`config.mk`:
```
export PLATFORM = sky130hd
export DESIGN_NAME = ajc_8bit_regfile_ccr_v_flat
export DESIGN_NICKNAME = d
export VERILOG_FILES = /design/src/rtl/ajc_8bit_regfile_ccr_v_pkg.sv /design/src/rtl/ajc_8bit_regfile_ccr_v_if.sv /design/src/rtl/ajc_8bit_regfile_ccr_v_cond_eval.sv /design/src/rtl/ajc_8bit_regfile_ccr_v.sv /design/src/flat_wrapper.sv
export SDC_FILE = /design/constraint.sdc
export NUM_CORES = 1
export LEC_CHECK = 0
export ABC_AREA = 1
export BUFFER_PORTS_ARGS = -buffer_cell sky130_fd_sc_hd__buf_2
export CELL_PAD_IN_SITES_DETAIL_PLACEMENT = 1
export CELL_PAD_IN_SITES_GLOBAL_PLACEMENT = 1
export CORE_UTILIZATION = 30
export CTS_BUF_LIST = sky130_fd_sc_hd__clkbuf_16
export CTS_CLUSTER_SIZE = 14
export DETAILED_ROUTE_END_ITERATION = 12
export GPL_TIMING_DRIVEN = 0
export PLACE_DENSITY = 0.66
export SLEW_MARGIN = 20
export SYNTH_ARGS = -nofsm -noshare
export SYNTH_HDL_FRONTEND = slang
export SYNTH_SLANG_ARGS = --single-unit
```
`constraint.sdc`:
```
create_clock -name clk -period 1.9 [get_ports clk]
set_input_delay 0.095 -clock clk [delete_from_list [all_inputs] [get_ports clk]]
set_output_delay 0.095 -clock clk [all_outputs]
set_load 0.05 [all_outputs]
```
`src/rtl/ajc_8bit_regfile_ccr_v_pkg.sv`:
```
// Shared widths, flag bit positions, condition encodings and the writeback
// pipeline entry for the register-file / condition-code stage.
package ajc_8bit_regfile_ccr_v_pkg;

  localparam int DATA_W = 8;
  localparam int NREGS  = 4;
  localparam int ADDR_W = 2;
  localparam int FLAG_W = 4;

  // Bit positions inside a {C,N,V,Z} flag vector
  localparam int FLAG_C = 3;
  localparam int FLAG_N = 2;
  localparam int FLAG_V = 1;
  localparam int FLAG_Z = 0;

  typedef enum logic [2:0] {
    COND_ALWAYS = 3'd0,
    COND_Z      = 3'd1,
    COND_NZ     = 3'd2,
    COND_C      = 3'd3,
    COND_NC     = 3'd4,
    COND_N      = 3'd5,
    COND_V      = 3'd6,
    COND_LT     = 3'd7
  } cond_sel_e;

  // One pending writeback: destination, data, flags and per-flag update mask
  typedef struct packed {
    logic [ADDR_W-1:0] addr;
    logic [DATA_W-1:0] data;
    logic [FLAG_W-1:0] cnvz;
    logic [FLAG_W-1:0] mask;
  } wb_entry_t;

  // Flags as they will look once the pending entry retires
  function automatic logic [FLAG_W-1:0] merge_flags(
    input logic [FLAG_W-1:0] ccr,
    input logic [FLAG_W-1:0] cnvz,
    input logic [FLAG_W-1:0] mask
  );
    return (ccr & ~mask) | (cnvz & mask);
  endfunction

endpackage

```
`src/rtl/ajc_8bit_regfile_ccr_v_if.sv`:
```
// Bus between the arithmetic pipeline and the register-file / CCR stage.
interface ajc_8bit_regfile_ccr_v_if;
  import ajc_8bit_regfile_ccr_v_pkg::*;

  logic [ADDR_W-1:0] rd_addr_x;
  logic [ADDR_W-1:0] rd_addr_y;
  logic [DATA_W-1:0] operand_x;
  logic [DATA_W-1:0] operand_y;
  logic              wb_valid;
  logic [ADDR_W-1:0] wb_addr;
  logic [DATA_W-1:0] arith_result;
  logic [FLAG_W-1:0] arith_cnvz;
  logic [FLAG_W-1:0] flag_mask;
  logic              stall;
  logic [FLAG_W-1:0] ccr;
  logic [2:0]        cond_sel;
  logic              cond_true;
  logic              pending;

  // Pipeline side: issues reads, writebacks and condition queries
  modport master (
    output rd_addr_x, rd_addr_y, wb_valid, wb_addr, arith_result,
           arith_cnvz, flag_mask, stall, cond_sel,
    input  operand_x, operand_y, ccr, cond_true, pending
  );

  // Register-file side
  modport slave (
    input  rd_addr_x, rd_addr_y, wb_valid, wb_addr, arith_result,
           arith_cnvz, flag_mask, stall, cond_sel,
    output operand_x, operand_y, ccr, cond_true, pending
  );

endinterface

```
`src/rtl/ajc_8bit_regfile_ccr_v_cond_eval.sv`:
```
// Combinational branch-condition evaluator working on the effective flags,
// i.e. the architectural CCR with any pending masked update merged in.
module ajc_cond_eval_v
  import ajc_8bit_regfile_ccr_v_pkg::*;
(
  input  logic [FLAG_W-1:0] ccr,
  input  logic              p_v,
  input  logic [FLAG_W-1:0] p_cnvz,
  input  logic [FLAG_W-1:0] p_mask,
  input  logic [2:0]        cond_sel,
  output logic              cond_true
);

  logic [FLAG_W-1:0] eff_flags;

  // Merge the in-flight flags so a branch right after a compare sees them
  always_comb begin
    eff_flags = p_v ? merge_flags(ccr, p_cnvz, p_mask) : ccr;
  end

  // Select the requested condition from the effective flags
  always_comb begin
    cond_true = 1'b0;
    case (cond_sel_e'(cond_sel))
      COND_ALWAYS: cond_true = 1'b1;
      COND_Z:      cond_true = eff_flags[FLAG_Z];
      COND_NZ:     cond_true = ~eff_flags[FLAG_Z];
      COND_C:      cond_true = eff_flags[FLAG_C];
      COND_NC:     cond_true = ~eff_flags[FLAG_C];
      COND_N:      cond_true = eff_flags[FLAG_N];
      COND_V:      cond_true = eff_flags[FLAG_V];
      COND_LT:     cond_true = eff_flags[FLAG_N] ^ eff_flags[FLAG_V];
      default:     cond_true = 1'b0;
    endcase
  end

endmodule

```
`src/rtl/ajc_8bit_regfile_ccr_v.sv`:
```
// Register file + condition-code register behind a one-entry writeback
// pipeline register. Reads bypass the pending entry; R0 is hardwired to zero.
module ajc_8bit_regfile_ccr_v
  import ajc_8bit_regfile_ccr_v_pkg::*;
(
  input  logic                    clk,
  input  logic                    rst,
  ajc_8bit_regfile_ccr_v_if.slave bus
);

  logic [DATA_W-1:0] regs_reg [NREGS];
  logic [FLAG_W-1:0] ccr_reg;
  wb_entry_t         p_reg;
  logic              p_v_reg;

  wb_entry_t         p_next;
  logic              retire_en;

  // A pending entry retires on any unstalled edge
  always_comb begin
    retire_en = p_v_reg & ~bus.stall;
    p_next    = '{addr: bus.wb_addr, data: bus.arith_result,
                  cnvz: bus.arith_cnvz, mask: bus.flag_mask};
  end

  // Capture stage: load a new request, or empty the stage when idle
  always_ff @(posedge clk or posedge rst) begin
    if (rst) begin
      p_reg   <= '0;
      p_v_reg <= 1'b0;
    end else if (!bus.stall) begin
      p_v_reg <= bus.wb_valid;
      if (bus.wb_valid) begin
        p_reg <= p_next;
      end
    end
  end

  // Retire stage: write the data register; R0 writes are dropped
  always_ff @(posedge clk or posedge rst) begin
    if (rst) begin
      for (int i = 0; i < NREGS; i++) begin
        regs_reg[i] <= '0;
      end
    end else if (retire_en && (p_reg.addr != '0)) begin
      regs_reg[p_reg.addr] <= p_reg.data;
    end
  end

  // Retire stage: masked flag update, applied even for R0 destinations
  always_ff @(posedge clk or posedge rst) begin
    if (rst) begin
      ccr_reg <= '0;
    end else if (retire_en) begin
      ccr_reg <= merge_flags(ccr_reg, p_reg.cnvz, p_reg.mask);
    end
  end

  // Read port X: zero register, then bypass from the pending entry, then array
  always_comb begin
    bus.operand_x = regs_reg[bus.rd_addr_x];
    if (bus.rd_addr_x == '0) begin
      bus.operand_x = '0;
    end else if (p_v_reg && (p_reg.addr == bus.rd_addr_x)) begin
      bus.operand_x = p_reg.data;
    end
  end

  // Read port Y: same priority as port X, fully independent
  always_comb begin
    bus.operand_y = regs_reg[bus.rd_addr_y];
    if (bus.rd_addr_y == '0) begin
      bus.operand_y = '0;
    end else if (p_v_reg && (p_reg.addr == bus.rd_addr_y)) begin
      bus.operand_y = p_reg.data;
    end
  end

  // Architectural status outputs; CCR never shows bypassed flags
  always_comb begin
    bus.ccr     = ccr_reg;
    bus.pending = p_v_reg;
  end

  ajc_cond_eval_v u_cond_eval (
    .ccr       (ccr_reg),
    .p_v       (p_v_reg),
    .p_cnvz    (p_reg.cnvz),
    .p_mask    (p_reg.mask),
    .cond_sel  (bus.cond_sel),
    .cond_true (bus.cond_true)
  );

endmodule

```
`src/flat_wrapper.sv`:
```
// flat-port wrapper written by rule: the top's interface ports become plain ports
module ajc_8bit_regfile_ccr_v_flat import ajc_8bit_regfile_ccr_v_pkg::*;
  (clk, rst, bus_rd_addr_x, bus_rd_addr_y, bus_wb_valid, bus_wb_addr, bus_arith_result, bus_arith_cnvz, bus_flag_mask, bus_stall, bus_cond_sel, bus_operand_x, bus_operand_y, bus_ccr, bus_cond_true, bus_pending);
  ajc_8bit_regfile_ccr_v_if bus_i ();
  input  logic clk;
  input  logic rst;
  input wire logic [$bits(bus_i.rd_addr_x)-1:0] bus_rd_addr_x;
  input wire logic [$bits(bus_i.rd_addr_y)-1:0] bus_rd_addr_y;
  input wire logic [$bits(bus_i.wb_valid)-1:0] bus_wb_valid;
  input wire logic [$bits(bus_i.wb_addr)-1:0] bus_wb_addr;
  input wire logic [$bits(bus_i.arith_result)-1:0] bus_arith_result;
  input wire logic [$bits(bus_i.arith_cnvz)-1:0] bus_arith_cnvz;
  input wire logic [$bits(bus_i.flag_mask)-1:0] bus_flag_mask;
  input wire logic [$bits(bus_i.stall)-1:0] bus_stall;
  input wire logic [$bits(bus_i.cond_sel)-1:0] bus_cond_sel;
  output wire logic [$bits(bus_i.operand_x)-1:0] bus_operand_x;
  output wire logic [$bits(bus_i.operand_y)-1:0] bus_operand_y;
  output wire logic [$bits(bus_i.ccr)-1:0] bus_ccr;
  output wire logic [$bits(bus_i.cond_true)-1:0] bus_cond_true;
  output wire logic [$bits(bus_i.pending)-1:0] bus_pending;
  assign bus_i.rd_addr_x = bus_rd_addr_x;
  assign bus_i.rd_addr_y = bus_rd_addr_y;
  assign bus_i.wb_valid = bus_wb_valid;
  assign bus_i.wb_addr = bus_wb_addr;
  assign bus_i.arith_result = bus_arith_result;
  assign bus_i.arith_cnvz = bus_arith_cnvz;
  assign bus_i.flag_mask = bus_flag_mask;
  assign bus_i.stall = bus_stall;
  assign bus_i.cond_sel = bus_cond_sel;
  assign bus_operand_x = bus_i.operand_x;
  assign bus_operand_y = bus_i.operand_y;
  assign bus_ccr = bus_i.ccr;
  assign bus_cond_true = bus_i.cond_true;
  assign bus_pending = bus_i.pending;
  ajc_8bit_regfile_ccr_v u_core (.clk(clk), .rst(rst), .bus(bus_i));
endmodule
```
==> results.md, run 1 <==
* Fin area at around 3900 µm²
* Global Route Usage Sum at 0.183
* Power Total at 4240 µW
* Total CTS buffers at 5
* Synth Area in Simple Gates at 0.198
* P_int at around 2600 µW
* Synth cell types at 27
* ANT nets after route at 0
* Gr ovfl total at 0
* YS warnings at 0
* Final hold viol count at 0
* IO Pins at 51
* Reg2reg setup slack at 0.45 ns
* Filler cells at 1,246
* Clk network pwr share at 0.241
* First-pass GRT wire length at around 16,000 µm
* Post-synth EDFFs at 0
* Hold EP: u_core.p_reg[2]
* Final Non-Filler Cells at about 600
* Compound-Gate Fraction of Synth Area at 0.251
* Reg2reg end: u_core.regs_reg[4]
* Rows at 37
* ANT cells at 0
* Initial Utilization at 0.307
* Post-CTS Repair Setup Buffers at 0
* Die footprint at ~11,000 µm²
* Vias per cell at just under 5
* WP data arrival at 1.72 ns
* Dominant synthesized flop cell: dfrtp_1
* Pin count of the biggest net entering global routing at 56
* CORE AREA at 10,200 µm²
* Mean cell area of the mapped netlist at between 7 and 8 µm²
* H-tree levels at 2
* Sequential power share at 0.397
* Gr busiest metal: met2
* Vias at around 2,900
* WL per Instance at about 15 µm
* Clk buf depth at 2
* Post-Synth XOR/XNOR Area at 0.00557
* Max cap viols at 0
* Synth Area in Adders at 0
* Critical Path Sink Type: output pin
* CP Class: reg -> out
* Startpoint types: flop
* Logic gate share of total power at 0.362
* Met2 capacity usage during global routing at 0.307
* Async SR Flop Fraction at 1.00
* Largest family of logic cells by synthesized area: compound AO/OA/AOI/OAI gates
* Root buf cell: clkbuf_16
* DRC at 0
* Worst-Skew Late Latency at 0.29 ns
* P_leak at 0.00183 µW
* Met3 Usage GRT at 0.0263
* Chip height at 104 µm
* Nets at roughly 490
* Post-synthesis mux area share at 0.00358
* Met1 Track Usage GR at 0.247
* F_max at 552 MHz
* P_sw at 1680 µW
* Reg2reg start: u_core.bus.pending
* Endpoints failing setup at 0
* Post-Syn Instances at 401
* Maximum vdd drop at about 0.45 mV
* Max reg flops at 32
* Clock skew at 0.00666 ns
* Worst rel slew slack at 0.714
* Die W at approximately 100 µm
* Synth Net Count at 430
* Final period util at 0.954
* Setup_tns at 0 ns
* CTS tree: built
* Outcome: complete, no violations
* Min-delay src: bus_flag_mask[2]
* Clock Sinks at 55
* Slew at the pin closest to its max-slew limit at 0.429 ns
* Tmin final at 1.81 ns
* Worst hold-check path type: in -> reg
* Number of global-route vias before repair at just over 3,000
* Sequential fraction of the synthesis area at 0.438
* Required @ worst endpoint at roughly 1.8 ns
* Detailed-route wire length at 9120 µm
* Area grow syn2layout at 22.8%
* Cell Area, Synth at about 3100 µm²
* Clock transition at path regs at 0.07 ns
* DRT Pass-1 Iters at 4
* Placed cell count at 587
* Port bufs at 49
* Initial antenna violation count at 0
* Share of layout cells above drive strength 1 at 0.296
* Dpl hpwl at ~7000 µm
* Placed Instance Area at ~3600 µm²
* Switching share of power at 0.395
* Fin. max-slew vios at 0
* RSZ-0062 raised after global routing: yes
* PwrDens at 1100 nW/µm²
* CP Max Fanout at 9
* Hold Path Depth at 3
* Worst R2R Path Depth at 8
* Final RePlAce weighted congestion at roughly 0.84
* Synth Register Bits at 55
* Starting DRT DRC Count at 96
power by group through the flow:
stage          clock network [µW]  logic, µW  registers [µW]
2_1_floorplan                   0       1070            1700
3_3_place_gp                    0       1440            1680
3_5_place_dp                    0       1490            1690
4_1_cts                      1050       1500            1680
5_1_grt                      1100       1700            1730
6_report                     1020       1530            1680
worst max-delay path by stage:
stage,startpoint,end,slack [ns],depth (start not counted)
floorplan,u_core.bus.pending,bus_operand_x[6],0.13,7
global placement,rst,u_core.p_reg[12],-0.38,2
detailed placement,u_core.p_reg[16],bus_operand_y[3],0.31,8
CTS,u_core.p_reg[17],bus_operand_y[6],0.01,6
global route,u_core.p_reg[16],bus_operand_x[4],-0.04,7
finish,u_core.p_reg[16],bus_operand_x[4],0.09,7
routing by layer:
layer,vias up,part of all wire
li1,1419,-
met4,0,0.010
met3,6,0.026
met2,49,0.47
met5,-,0
met1,1392,0.49
area by class of cell:
type | count | area [µm²] | area share
Buffer | 24 | 139 | 0.0360
Clock buffer | 5 | 125 | 0.0324
Clock inverter | 2 | 33.8 | 0.00875
Inverter | 47 | 194 | 0.0502
Multi-Input combinational cell | 275 | 1500 | 0.387
Sequential cell | 55 | 1380 | 0.357
Tap cell | 136 | 170 | 0.0441
Timing Repair Buffer | 51 | 327 | 0.0845
metrics by stage:
| stage | utilization | hold WS [ns] | setup WS [ns] |
|---|---|---|---|
| after floorplan | - | 0.245 | 0.130 |
| after global placement | 0.352 | 0.329 | -0.380 |
| after detailed placement | 0.355 | 0.177 | 0.308 |
| after CTS | 0.372 | 0.0503 | 0.00965 |
| after global routing | 0.378 | 0.0481 | -0.0379 |
| final | 0.378 | 0.0499 | 0.0872 |
timing repair:
action	4_1_cts	5_1_grt
resized for setup	2	39
setup endpoints to repair	9	16
hold endpoints to repair	55	0
hold buffers	1	0
kinds of logic (layout without fill, tap and decap cells):
| kind of cell | count (synthesis) | count (layout) |
|---|---|---|
| DFF | 55 | 55 |
| muxes | 1 | 1 |
| buffers and inverters | 71 | 129 |
| and+or+nand+nor | 143 | 143 |
| xor gates and xnor gates | 2 | 2 |
| AOI/OAI and AO/OA | 129 | 129 |
synth_stat cells (2+ instances only):
cell       n  area, µm²
buf_6      5       56.3
inv_4      2       12.5
buf_2      9       45.0
o211ai_1  12       90.1
dfrtp_1   55       1380
nand2_4    2       22.5
nand3_4    2       35.0
o21ai_2   18        158
xnor2_1    2       17.5
nand3_1   14       70.1
nand2_1   68        255
inv_2      2       7.51
a21oi_2   12        105
clkbuf_1  10       37.5
nor2_2     3       18.8
o21ai_0   48        240
nor3_1     2       10.0
a21oi_1   35        175
inv_1     42        158
o21ai_1    3       15.0
nor2_1    49        184
worst max-delay path: stages, from the launching register on:
cell      delay, ns
dfrtp_2        0.47
inv_2          0.13
o21ai_2        0.07
nor2_2         0.12
nand2_4        0.14
o21ai_1        0.22
nor2_2         0.06
clkbuf_4       0.21
layout by cell type, fill, tap and decap left out:
cell / instances
nand2_1: 68
dfrtp_1: 54
inv_1: 42
buf_2: 42
o21ai_0: 40
a21oi_1: 35
nor2_1: 33
nor2_2: 19
o21ai_2: 18
nand3_1: 14
o211ai_1: 12
a21oi_2: 12
buf_4: 12
o21ai_1: 11
clkbuf_1: 10
buf_6: 6
clkbuf_16: 5
clkbuf_4: 3
inv_4: 2
nand3_4: 2
inv_2: 2
xnor2_2: 2
nand2_4: 2
nor3_1: 2
nor2_4: 1
a31oi_1: 1
inv_8: 1
inv_6: 1
or2_2: 1
nand3_2: 1
mux2_2: 1
bufinv_16: 1
dlygate4sd3_1: 1
dfrtp_2: 1
buf_16: 1
(Power assumes the default switching activity.)
==> run 2: changes to the inputs <==
CORE_UTILIZATION = 41   (was 30)
CTS_CLUSTER_SIZE = 12   (was 14)
PLACE_DENSITY = 0.84   (was 0.66)
SETUP_SLACK_MARGIN = 0.4   (was not set)
==> results.md, run 2 (synthesis results as in run 1) <==
* WP data arrival at 1.67 ns
* Clk buf depth at 2
* DRT Pass-1 Iters at 4
* Power Total at around 4700 µW
* Max cap viols at 0
* Starting DRT DRC Count at 138
* CP Max Fanout at 8
* Port bufs at 49
* Share of layout cells above drive strength 1 at 0.375
* Max reg flops at 32
* DRC at 0
* Sequential power share at 0.368
* First-pass GRT wire length at 16,200 µm
* Commonest non-fill, non-tap cell in the layout: nand2_1
* Nets at 497
* Min-delay src: bus_arith_cnvz[3]
* Gr ovfl total at 0
* Critical Path Sink Type: output pin
* Met1 WL at 4200 µm
* Worst hold-check path type: in -> reg
* CP Class: reg -> out
* Clock transition at path regs at about 0.070 ns
* Root buf cell: clkbuf_16
* P_leak at 0.00197 µW
* Final period util at 0.929
* Rows at 31
* Startpoint types: flop
* Global Route Usage Sum at 0.269
* Slew at the pin closest to its max-slew limit at roughly 0.7 ns
* Sequential Area at 1380 µm²
* Clock Sinks at 55
* Setup ws final at about 0.14 ns
* Maximum vdd drop at ~0.54 mV
* Filler cells at ~870
* P_sw at 1930 µW
* Die footprint at 8030 µm²
* CP peak stage delay at 0.46 ns
* F_max at 567 MHz
* Number of global-route vias before repair at 3,219
* Clock skew at 0.00655 ns
* WL per Instance at roughly 18 µm
* Reg2reg end: u_core.regs_reg[4]
* CP startpoint: u_core.p_reg[16]
* Initial Utilization at 0.429
* Vias at 3,122
* Fin. max-slew vios at 0
* Worst-Skew Late Latency at 0.29 ns
* Vias per cell at between 5 and 6
* Cell mode on critical path: nor2_4
* Final RePlAce weighted congestion at 0.825
* Multi-input gate area at 1800 µm²
* Outcome: complete, no violations
* Die W at 89.6 µm
* Met3 wire len at 515 µm
* Hold EP: u_core.p_reg[7]
* Worst R2R Path Depth at 8
* Area grow syn2layout at 36.6%
* H-tree levels at 2
* Crit-path slowest cell: dfrtp_2
* Dpl hpwl at 6770 µm
* IO Pins at just over 50
* Pin count of the biggest net entering global routing at 56
* ANT nets after route at 0
* Met2 wire length at 5410 µm
* Chip height at approximately 90 µm
* Endpoints failing setup at 0
* Worst rel slew slack at 0.538
* Most frequent cells in the layout: nand2_1 (67), dfrtp_1 (52), inv_1 (43)
* Final hold viol count at 0
* Dpl ws at 0.263 ns
* Required @ worst endpoint at 1.80 ns
* Clk network pwr share at 0.220
* PwrDens at 1090 nW/µm²
* Top sig layer: met4
* RSZ-0062 raised after global routing: yes
* Total CTS buffers at 5
* Reg2reg start: u_core.bus.pending
* Hold Path Depth at 2
* Detailed-route wire length at 10,400 µm
* Initial antenna violation count at 0
* Tmin final at 1.76 ns
* Cell Chain, Critical Path: inv_4 -> o21ai_4 -> nor2_4 -> nand2_4 -> inv_8 -> a21oi_2 -> nor2_4 -> buf_8
* Switching share of power at 0.412
* ANT cells at 0
* CORE AREA at 7330 µm²
* CTS tree: built
* Logic gate share of total power at 0.412
* P_int at 2750 µW
* Reg2reg setup slack at 0.50 ns
[run 2: worst max-delay path: cells and delay by family, from the launching register on]
| kind | cells | cell delay [ns] |
|---|---|---|
| AO/OA/AOI/OAI | 2 | 0.12 |
| AND/OR/NAND/NOR | 3 | 0.42 |
| buffers and inverters | 3 | 0.38 |
| flip-flops | 1 | 0.46 |
[run 2: worst max path at each step]
stage | endpoint | cells after the start
2_1_floorplan | u_core.bus.pending | 1
5_1_grt | bus_operand_x[0] | 8
6_report | bus_operand_x[4] | 8
4_1_cts | bus_operand_x[4] | 8
3_5_place_dp | bus_operand_x[0] | 7
3_3_place_gp | u_core.bus.pending | 2
[run 2: area by class of cell]
| cell class | instances | share of cell area |
|---|---|---|
| timing repair buffer | 58 | 0.110 |
| inverter | 47 | 0.0475 |
| sequential | 55 | 0.321 |
| clock buffer | 5 | 0.0291 |
| clock inverter | 3 | 0.00874 |
| buffer | 24 | 0.0358 |
| tap | 99 | 0.0288 |
| multi-input combinational | 277 | 0.419 |
[run 2: stage by stage]
| step | cell area (µm²) | hold slack, ns | setup TNS, ns | utilization | cells |
|---|---|---|---|---|---|
| final | 4300 | 0.0345 | 0 | 0.586 | 568 |
| after global routing | 4300 | 0.0481 | 0 | 0.586 | 568 |
| after CTS | 4160 | 0.0360 | 0 | 0.568 | 566 |
| after detailed placement | 3650 | 0.249 | 0 | 0.498 | 549 |
| after global placement | 3650 | 0.331 | -15.19 | 0.498 | 549 |
| after floorplan | 3280 | 0.242 | 0 | - | 401 |
[run 2: timing repair]
action	in CTS	in global routing
buffers inserted	6	2
hold buffers	1	0
endpoints found under the hold margin	55	0
endpoints found under the setup margin	18	21
gates cloned	2	0
pin swaps	8	6
resized for setup	90	23
[run 2: power by group through the flow]
stage          clock network [µW]  registers [µW]  logic, µW
2_1_floorplan                   0            1700       1140
3_3_place_gp                    0            1670       1480
3_5_place_dp                    0            1690       1550
4_1_cts                      1030            1700       1810
5_1_grt                      1070            1740       2070
6_report                     1030            1720       1920
[run 2: layer usage]
metal / vias to the layer above / GRT usage
met5: - / 0
li1: 1448 / -
met1: 1546 / 0.333
met4: 0 / 0.0952
met3: 25 / 0.0302
met2: 103 / 0.484
==> run 3: changes to the inputs <==
CORE_UTILIZATION = 37   (was 41)
PLACE_DENSITY = 0.8   (was 0.84)
clock period = 1.5 ns   (was 1.9 ns; I/O delays follow)
==> results.md, run 3 (synthesis results as in run 1) <==
* Outcome: finished with violations
* Failing checks: negative setup slack
* Sequential Area at 1380 µm²
* Nets at 512
* Power Total at 6360 µW
* ANT nets after route at 0
* Vias per cell at 5.65
* DRC at 0
* Initial antenna violation count at 0
* Multi-input gate area at 2050 µm²
* DRT Pass-1 Iters at 4
* Total CTS buffers at 5
* Worst rel slew slack at 0.568
* Reg2reg start: u_core.p_reg[17]
* Pin count of the biggest net entering global routing at 36
* Fin. max-slew vios at 0
* ANT cells at 0
* CP Class: in -> out
* Vias at 3,328
* Die footprint at between 8000 and 9000 µm²
* Dpl hpwl at 6990 µm
* Placed cell count at 556
* Final RePlAce weighted congestion at 0.815
* Endpoints failing setup at 17
* Starting DRT DRC Count at about 180
* Dpl ws at -0.138 ns
* Gr ovfl total at 0
* Worst R2R Path Depth at 7
* Required @ worst endpoint at 1.42 ns
* Global Route Usage Sum at 0.262
* Hold EP: u_core.p_reg[7]
* Placed Instance Area at 3710 µm²
* Min-delay src: bus_arith_cnvz[3]
* Detailed-route wire length at between 10,000 and 15,000 µm
* F_max at 564 MHz
* Slew at the pin closest to its max-slew limit at 0.647 ns
* CORE AREA at between 8000 and 9000 µm²
* Fin area at between 4000 and 5000 µm²
* Die W at 94.2 µm
* H-tree levels at 2
* Reg2reg end: u_core.regs_reg[18]
* CP Max Fanout at 10
* Chip height at 94.2 µm
* Area grow syn2layout at 52.9%
* P_leak at 0.00214 µW
* First-pass GRT wire length at 17,400 µm
* Number of global-route vias before repair at 3,376
* Clock transition at path regs at about 0.07 ns
* Clk buf depth at 2
* Startpoint types: input pin
* Share of layout cells above drive strength 1 at 0.467
* Final Non-Filler Cells at 589
* WL per Instance at roughly 21 µm
* CTS tree: built
* Hold Path Depth at 2
* Most frequent cells in the layout: dfrtp_1 (52), nand2_1 (44), inv_1 (41)
* Reg2reg setup slack at approximately 0.030 ns
* Initial Utilization at 0.383
* Clock skew at 0.00888 ns
* Worst-Skew Late Latency at about 0.3 ns
* Fin util at 0.585
* RSZ-0062 raised after global routing: yes
* Rows at 33
* Worst hold-check path type: in -> reg
* Tmin final at 1.77 ns
* Commonest non-fill, non-tap cell in the layout: dfrtp_1
* Filler cells at 924
* Final hold viol count at 0
* WP data arrival at 1.70 ns
* Root buf cell: clkbuf_16
* Critical Path Sink Type: output pin
* Setup ws final at -0.272 ns
* IO Pins at 51
* Max cap viols at 0
* Port bufs at 49
* Maximum vdd drop at 0.628 mV
* Final period util at 1.18
* Max reg flops at 32
* Clock Sinks at between 50 and 60
* PwrDens at 1320 nW/µm²
## run 3: worst max-delay path by stage
stage | start | to | slack (ns)
2_1_floorplan | u_core.bus.pending | bus_operand_x[3] | 0.02
3_3_place_gp | u_core.p_reg[16] | bus_operand_y[7] | -0.06
3_5_place_dp | u_core.p_reg[17] | bus_operand_y[4] | -0.14
4_1_cts | u_core.p_reg[16] | bus_operand_y[4] | -0.21
5_1_grt | u_core.p_reg[16] | bus_operand_y[0] | -0.31
6_report | bus_rd_addr_y[1] | bus_operand_y[4] | -0.27
## run 3: critical path, stage by stage
cell and delay (ns):
buf_2 0.18, inv_1 0.18, buf_2 0.24, nand2_1 0.51
o21ai_2 0.18, nor2_4 0.16, buf_6 0.16
## run 3: timing repair
action / 4_1_cts / 5_1_grt
hold endpoints to repair: 20 / 0
gates resized for setup: 108 / 84
buffers inserted: 11 / 8
setup endpoints to repair: 45 / 45
cloned: 4 / 1
pin swaps: 11 / 15
hold buffers: 1 / 0
## run 3: cell type report
type / count / area share
repair buffers: 73 / 0.146
clock buffers: 5 / 0.0260
clock inverters: 3 / 0.00338
multi-input cells: 277 / 0.427
inverters: 47 / 0.0463
well taps: 105 / 0.0273
plain buffers: 24 / 0.0372
flip-flops and latches: 55 / 0.287
## run 3: power by group
part / switching (µW) / internal (µW) / total [µW]
Combinational: 1730 / 1100 / 2830
Clock: 583 / 614 / 1200
Sequential: 508 / 1830 / 2340
Total: 2820 / 3540 / 6360
## run 3: per-layer routing
layer	up-vias	track usage	wire length, µm
li1	1481	-	-
met1	1609	0.301	4780
met5	-	0	0
met3	58	0.0413	744
met4	0	0.0987	600
met2	180	0.481	6460
## run 3: through the flow
step / hold WS [ns] / setup TNS [ns]
3_5_place_dp: 0.163 / -1.32
6_report: 0.0167 / -4.01
2_1_floorplan: 0.149 / 0
5_1_grt: 0.0117 / -4.98
3_3_place_gp: 0.309 / -0.715
4_1_cts: 0.0204 / -3.44
